## src/rtl/imm_gen_pipe.sv

```systemverilog
// Pipelined RISC-V immediate generator: opcode decode in S1, extended immediate in S2,
// elastic valid/ready handshake with flush and a saturating illegal-opcode counter.
module imm_gen_pipe #(
   parameter int unsigned XLEN  = 32,
   parameter int unsigned CNT_W = 8
) (
   input  logic             clk,
   input  logic             rst,
   input  logic             flush,
   input  logic             in_valid,
   output logic             in_ready,
   input  logic [31:0]      instr,
   input  logic             zext_req,
   output logic             out_valid,
   input  logic             out_ready,
   output logic [XLEN-1:0]  imm,
   output logic [2:0]       fmt,
   output logic             illegal,
   output logic [CNT_W-1:0] ill_cnt
);

   localparam logic [2:0] FMT_NONE = 3'd0;
   localparam logic [2:0] FMT_I    = 3'd1;
   localparam logic [2:0] FMT_S    = 3'd2;
   localparam logic [2:0] FMT_B    = 3'd3;
   localparam logic [2:0] FMT_U    = 3'd4;
   localparam logic [2:0] FMT_J    = 3'd5;

   // Operand bits [1:0] play no part in decode or immediate construction
   logic unused_instr_lsbs;
   assign unused_instr_lsbs = ^instr[1:0];

   logic        s1_valid;
   logic [31:7] s1_instr;
   logic        s1_zext;
   logic [2:0]  s1_fmt;
   logic        s1_illegal;

   logic        s2_load;
   logic        s1_load;
   logic [2:0]  dec_fmt;
   logic        dec_illegal;
   logic [31:0] raw_imm;
   logic [XLEN-1:0] ext_imm;

   assign s2_load  = !out_valid || out_ready;
   assign s1_load  = !s1_valid || s2_load;
   assign in_ready = s1_load;

   // Format decode from opcode[6:2]
   always_comb begin
      dec_fmt     = FMT_NONE;
      dec_illegal = 1'b0;
      case (instr[6:2])
         5'b00000, 5'b00100, 5'b11001: dec_fmt = FMT_I;
         5'b01000:                     dec_fmt = FMT_S;
         5'b11000:                     dec_fmt = FMT_B;
         5'b01101, 5'b00101:           dec_fmt = FMT_U;
         5'b11011:                     dec_fmt = FMT_J;
         default:                      dec_illegal = 1'b1;
      endcase
   end

   // 32-bit immediate already extended from bit 31; zero-extended I leaves bit 31 clear,
   // so widening to XLEN is always a plain sign extension of this value.
   always_comb begin
      raw_imm = 32'd0;
      case (s1_fmt)
         FMT_I: raw_imm = s1_zext ? {20'd0, s1_instr[31:20]}
                                  : {{20{s1_instr[31]}}, s1_instr[31:20]};
         FMT_S: raw_imm = {{20{s1_instr[31]}}, s1_instr[31:25], s1_instr[11:7]};
         FMT_B: raw_imm = {{19{s1_instr[31]}}, s1_instr[31], s1_instr[7],
                           s1_instr[30:25], s1_instr[11:8], 1'b0};
         FMT_U: raw_imm = {s1_instr[31:12], 12'd0};
         FMT_J: raw_imm = {{11{s1_instr[31]}}, s1_instr[31], s1_instr[19:12],
                           s1_instr[20], s1_instr[30:21], 1'b0};
         default: raw_imm = 32'd0;
      endcase
   end

   assign ext_imm = XLEN'($signed(raw_imm));

   // Stage 1 valid
   always_ff @(posedge clk) begin
      if (rst) begin
         s1_valid <= 1'b0;
      end else if (flush) begin
         s1_valid <= 1'b0;
      end else if (s1_load) begin
         s1_valid <= in_valid;
      end
   end

   // Stage 1 payload; only meaningful while s1_valid
   always_ff @(posedge clk) begin
      if (s1_load && in_valid) begin
         s1_instr   <= instr[31:7];
         s1_zext    <= zext_req;
         s1_fmt     <= dec_fmt;
         s1_illegal <= dec_illegal;
      end
   end

   // Stage 2: outputs come straight from these flops and hold while stalled
   always_ff @(posedge clk) begin
      if (rst) begin
         out_valid <= 1'b0;
         imm       <= '0;
         fmt       <= FMT_NONE;
         illegal   <= 1'b0;
      end else begin
         if (flush) begin
            out_valid <= 1'b0;
         end else if (s2_load) begin
            out_valid <= s1_valid;
         end
         if (s2_load && s1_valid && !flush) begin
            imm     <= ext_imm;
            fmt     <= s1_fmt;
            illegal <= s1_illegal;
         end
      end
   end

   // Illegal entries counted on delivery, saturating
   always_ff @(posedge clk) begin
      if (rst) begin
         ill_cnt <= '0;
      end else if (out_valid && out_ready && illegal && (ill_cnt != {CNT_W{1'b1}})) begin
         ill_cnt <= ill_cnt + CNT_W'(1);
      end
   end

endmodule

```

## config.mk

```make
export PLATFORM = sky130hd
export DESIGN_NAME = imm_gen_pipe
export DESIGN_NICKNAME = d
export VERILOG_FILES = /design/src/rtl/imm_gen_pipe.sv
export SDC_FILE = /design/constraint.sdc
export NUM_CORES = 1
export LEC_CHECK = 0
export ABC_CLOCK_PERIOD_IN_PS = 2400
export BUFFER_PORTS_ARGS = -buffer_cell sky130_fd_sc_hd__buf_4
export CAP_MARGIN = 20
export CORE_MARGIN = 10
export CORE_UTILIZATION = 40
export CTS_CLUSTER_SIZE = 12
export DETAILED_ROUTE_END_ITERATION = 16
export GPL_TIMING_DRIVEN = 0
export PLACE_DENSITY = 0.64
export SYNTH_ARGS = -nofsm -noshare
export SYNTH_HDL_FRONTEND = slang
export SYNTH_SLANG_ARGS = --single-unit
```

## constraint.sdc

```tcl
create_clock -name clk -period 2.4 [get_ports clk]
set_input_delay 0.48 -clock clk [delete_from_list [all_inputs] [get_ports clk]]
set_output_delay 0.48 -clock clk [all_outputs]
set_load 0.01 [all_outputs]
```

# Yosys cells after proc, flatten, opt, wreduce, memory -nomap -nowiden
# Cells that the tools add are included.
[op_classes] reduce_logical=16 n_eq_ne=13 muxes=4 n_addsub=1
[op_table] op="32-bit case mux with 5 select lines" n=1
[op_table] op="32-bit two-way mux" n=1
[op_table] op="5-bit equality test, second input constant" n=3
[op_table] op="3-bit case mux with 5 select lines" n=1
[op_table] op="5-bit by 3-bit equality test with 1-bit output, second input constant" n=2
[op_table] op="5-bit by 4-bit equality test with 1-bit output, second input constant" n=2
[op_table] op="8-bit by 1-bit adder with 8-bit output, second input constant" n=1
[op_table] op="8-bit inequality test, second input constant" n=1
[op_table] op="8-bit OR reduction" n=1
[op_table] op="3-bit by 2-bit equality test with 1-bit output, second input constant" n=2
[op_table] op="3-bit equality test, second input constant" n=2
[op_table] op="1-bit logical AND" n=6
[op_table] op="5-bit logical NOT" n=1
[op_table] op="2-bit OR reduction" n=2
[op_table] op="3-bit by 1-bit equality test with 1-bit output, second input constant" n=1
[op_table] op="1-bit logical NOT" n=3
[op_table] op="3-bit OR reduction" n=1
[op_table] op="1-bit logical OR" n=2
[op_table] op="1-bit two-way mux" n=1
[word_totals] out_inout_bits=46 in_bits=38 reg_bits=76 word_cells=44

# Logic depth before layout (Yosys ltp)
[depth] word_depth=4 mapped_depth=7 ltp_nobuf=5

# Least setup slack after synthesis
# Ideal clock, no wire load.
[synth_timing] path_type="input port to flip-flop" from="input flush" to="register imm[26]" setup_ps=67 slack_ps=464 stages=7 t_arrival_ps=1869 n_path_buf=3 t_required_ps=2333 cell_sequence="nand2b_1 or2_1 buf_6 or4b_4 buf_6 buf_6 o21ai_2"
[synth_via] elab_chain_len=2
[synth_lines] item="from (decl)" line_no="9" source="input logic flush,"
[synth_lines] item="1-bit logical NOT" line_no="117" source="if (s2_load && s1_valid && !flush) begin"
[synth_lines] item="1-bit logical AND" line_no="117"
[synth_lines] item="to (signal assigned)" line_no="118" source="imm <= ext_imm;"
[synth_lines] item="to (decl)" line_no="16" source="output logic [XLEN-1:0] imm,"
# Every way passes these cells.
# A chain may end at the register's enable or synchronous reset.

# Worst setup path in the final report
[layout_timing] from="register s1_fmt[1]" to="register imm[27]"
[layout_via] elab_chain_len=2 elab_cells_between_ends=6 cone_classes="eq/ne (5); mux (1)"
[layout_lines] item="from (decl)" line_no="36" source="logic [2:0] s1_fmt;"
[layout_lines] item="from (signal assigned)" line_no="99" source="s1_fmt <= dec_fmt;"
[layout_lines] item="3-bit equality test (tied with other cells)" line_no="68" source="case (s1_fmt)"
[layout_lines] item="32-bit case mux with 5 select lines (*)" line_no="68"
# Every way passes the cells marked *; elsewhere a longest branch is shown, timed or not.

==> metrics <==
GR Util All Layers 0.135; CP most frequent cell clkbuf_1; Combinational Power Share 0.075; crit-path cells clkbuf_1 > inv_1 > a21oi_2 > clkbuf_1 > a21oi_1 > o21ai_2; NetSw between 500 and 600 uW; port bufs 81; met1 wire length around 3400 um; Total Wirelength 7800 um; vias in the first global route between 2000 and 3000; Arrival @ worst endpoint 2.22 ns; CP Launch Type register; CP max stage cell a21oi_2; Worst-path clk slew 0.08 ns; power share of the sequential group 0.517; RSZ-0062 raised after global routing no; DRC 0; TritonCTS Buffers 9; final hold vios 0; outcome complete, no violations; sw frac 0.211; antenna violations before repair 0; Std-Cell Rows 32; fmax 515 MHz; net count reported at finish 437; slowest stage delay, CP 0.45 ns; ANT nets after route 0; WL met2 3780 um; Pleak 1.62 nW; CP max FO 10; Worst Path Buf+Inv 3; clk_skew 0.00520 ns; DR WL/cell 15.5 um; Synth Warn # 0; Worst Path Required approximately 2.7 ns; endpoint type of the worst setup path register; min-delay src instr[12]; Gate Count Post-Synth 305; Die Width 108 um; Synth async-reset ratio 0; worst reg2reg startpoint s1_fmt[1]$_DFFE_PP_; root buffer cell clkbuf_8; Top Layer Used met4; Syn Std Cell Area 3110 um^2; Congestion Overflow GR 0; Setup WS post-layout 0.459 ns; Post-synth EDFFs 30; syn nets between 300 and 400; delay-heaviest family, CP buffers and inverters; CP Class reg2reg; cts repair resizes 0; Vias/cell 4.95; Tot Pwr 2.71 mW; CTS tree built; HP Class in2reg; Tmin final between 1.5 and 2 ns; Initial Util 0.407; Synth cell types 43; DR iter-0 viols 93; cell internal pwr 2.14 mW; Max-Cap Viols 0; Area growth syn-to-layout 32.4%; Worst-Skew Late Latency 0.35 ns; placed cell count 489; die area 11700 um^2; layout cells sized above 1 0.285; Detailed Routing Iterations Pass 1 6; clock power share 0.409; worst-case clock buffer depth 2; crit share post-route 0.809; post-place setup slack 0.217 ns; setup tns final 0 ns; Avg Synthesized Cell Area 10.2 um^2; Non-Filler Instances between 500 and 600; Critical Path Start s1_fmt[1]$_DFFE_PP_; # diodes 0; setup repair bufs after CTS 0; relative slew slack 0.517; hold buffers post-CTS 0; Detailed Place HPWL 5890 um; PD cells 657 nW/um^2; hold slack around 0.3 ns; core footprint 7650 um^2; Slew Viols, Final 0; CTS H-tree depth 3; sequential share of the synthesized area 0.586; Vias ~2500; I/O pins 84; Worst-Margin Slew 0.725 ns; WL met3 494 um; CTS sink count 76; RePlAce Congestion 0.834; Die H 108 um; Yosys reg bits 76; number of fill cells 691; Max IR drop VDD approximately 0.3 mV; flop2flop setup slack 0.46 ns; first-pass GRT wire length 12500 um; main flop type after synthesis dfxtp_1; largest net degree at the start of global routing 19; Final Setup Violations 0
## cell usage after synthesis (all sizes together) (2+ instances only)
master | number | share of area
dfxtp | 46 | 0.30
a21oi | 35 | 0.056
o21ai | 33 | 0.065
edfxtp | 30 | 0.29
nand2 | 24 | 0.029
nand3b | 21 | 0.051
clkbuf | 18 | 0.022
inv | 17 | 0.021
nor2 | 14 | 0.017
nor3 | 10 | 0.016
nand3 | 9 | 0.014
nor2b | 5 | 0.012
a221oi | 4 | 0.011
a211oi | 3 | 0.0072
a31oi | 3 | 0.0060
buf | 3 | 0.011
nand2b | 3 | 0.0060
a22oi | 2 | 0.0048
and3 | 2 | 0.0040
nor4 | 2 | 0.0040
or2 | 2 | 0.0040
xnor2 | 2 | 0.0056
## cells by family after synthesis
group                    after synthesis  synth area share
AO/OA/AOI/OAI                         87             0.169
XOR/XNOR                               3           0.00845
adder cells (fa/ha/maj)                1           0.00402
buffers and inverters                 38            0.0531
flip-flops                            76             0.586
multiplexers                           1           0.00322
AND/OR/NAND/NOR                       99             0.177
## flip-flops by register name (all words and copies together), names as in the netlist
name,flops
imm,32
s1_instr,25
ill_cnt,8
fmt,3
s1_fmt,3
illegal,1
out_valid,1
s1_illegal,1
s1_valid,1
s1_zext,1
## metrics by stage
| step | utilization | cell area [um^2] |
|---|---|---|
| floorplan | - | 3110 |
| global placement | 0.503 | 3850 |
| detailed placement | 0.507 | 3870 |
| CTS | 0.538 | 4110 |
| global route | 0.538 | 4120 |
| finish | 0.538 | 4120 |
## routing by layer
| metal | track usage | vias to the layer above |
|---|---|---|
| met2 | 0.224 | 58 |
| met4 | 0.0477 | 0 |
| met1 | 0.155 | 1151 |
| li1 | - | 1280 |
| met3 | 0.0518 | 10 |
| met5 | 0 | - |
## area by class of cell
type	instances	area (um^2)	area share
clock inverter	2	35.0	0.00851
timing repair buffer	82	636	0.154
tap	102	128	0.0310
buffer	21	101	0.0246
clock buffer	14	205	0.0498
multi-input combinational	191	1130	0.274
inverter	17	63.8	0.0155
sequential	76	1820	0.442
## worst paths after layout
path | end | cells after the start
worst max-delay path | imm[27]$_SDFFE_PP0P_ | 6
worst min register to register | imm[6]$_SDFFE_PP0P_ | 2
worst max register to register | imm[27]$_SDFFE_PP0P_ | 6
worst min-delay path | s1_instr[12]$_DFFE_PP_ | 1
## power groups by stage
stage	sequential [mW]	combinational, mW	clock, mW
2_1_floorplan	1.43	0.0985	0
3_3_place_gp	1.43	0.195	0
3_5_place_dp	1.43	0.203	0
4_1_cts	1.40	0.204	1.13
5_1_grt	1.40	0.225	1.18
6_report	1.40	0.202	1.11
## placed cells by master (no fill, tap or decap), drive strengths merged, types with 2 or more instances in the layout
| cell type | instances |
|---|---|
| nand2b | 3 |
| edfxtp | 30 |
| a211oi | 3 |
| and3 | 2 |
| a221oi | 4 |
| nand3b | 21 |
| o21ai | 33 |
| dfxtp | 46 |
| nor4 | 2 |
| nor2 | 14 |
| a22oi | 2 |
| nor2b | 5 |
| buf | 85 |
| inv | 17 |
| nor3 | 10 |
| nand3 | 9 |
| xnor2 | 2 |
| or2 | 2 |
| clkbuf | 32 |
| nand2 | 24 |
| a31oi | 3 |
| a21oi | 35 |
Note: power is estimated with default switching activity, not from simulation.
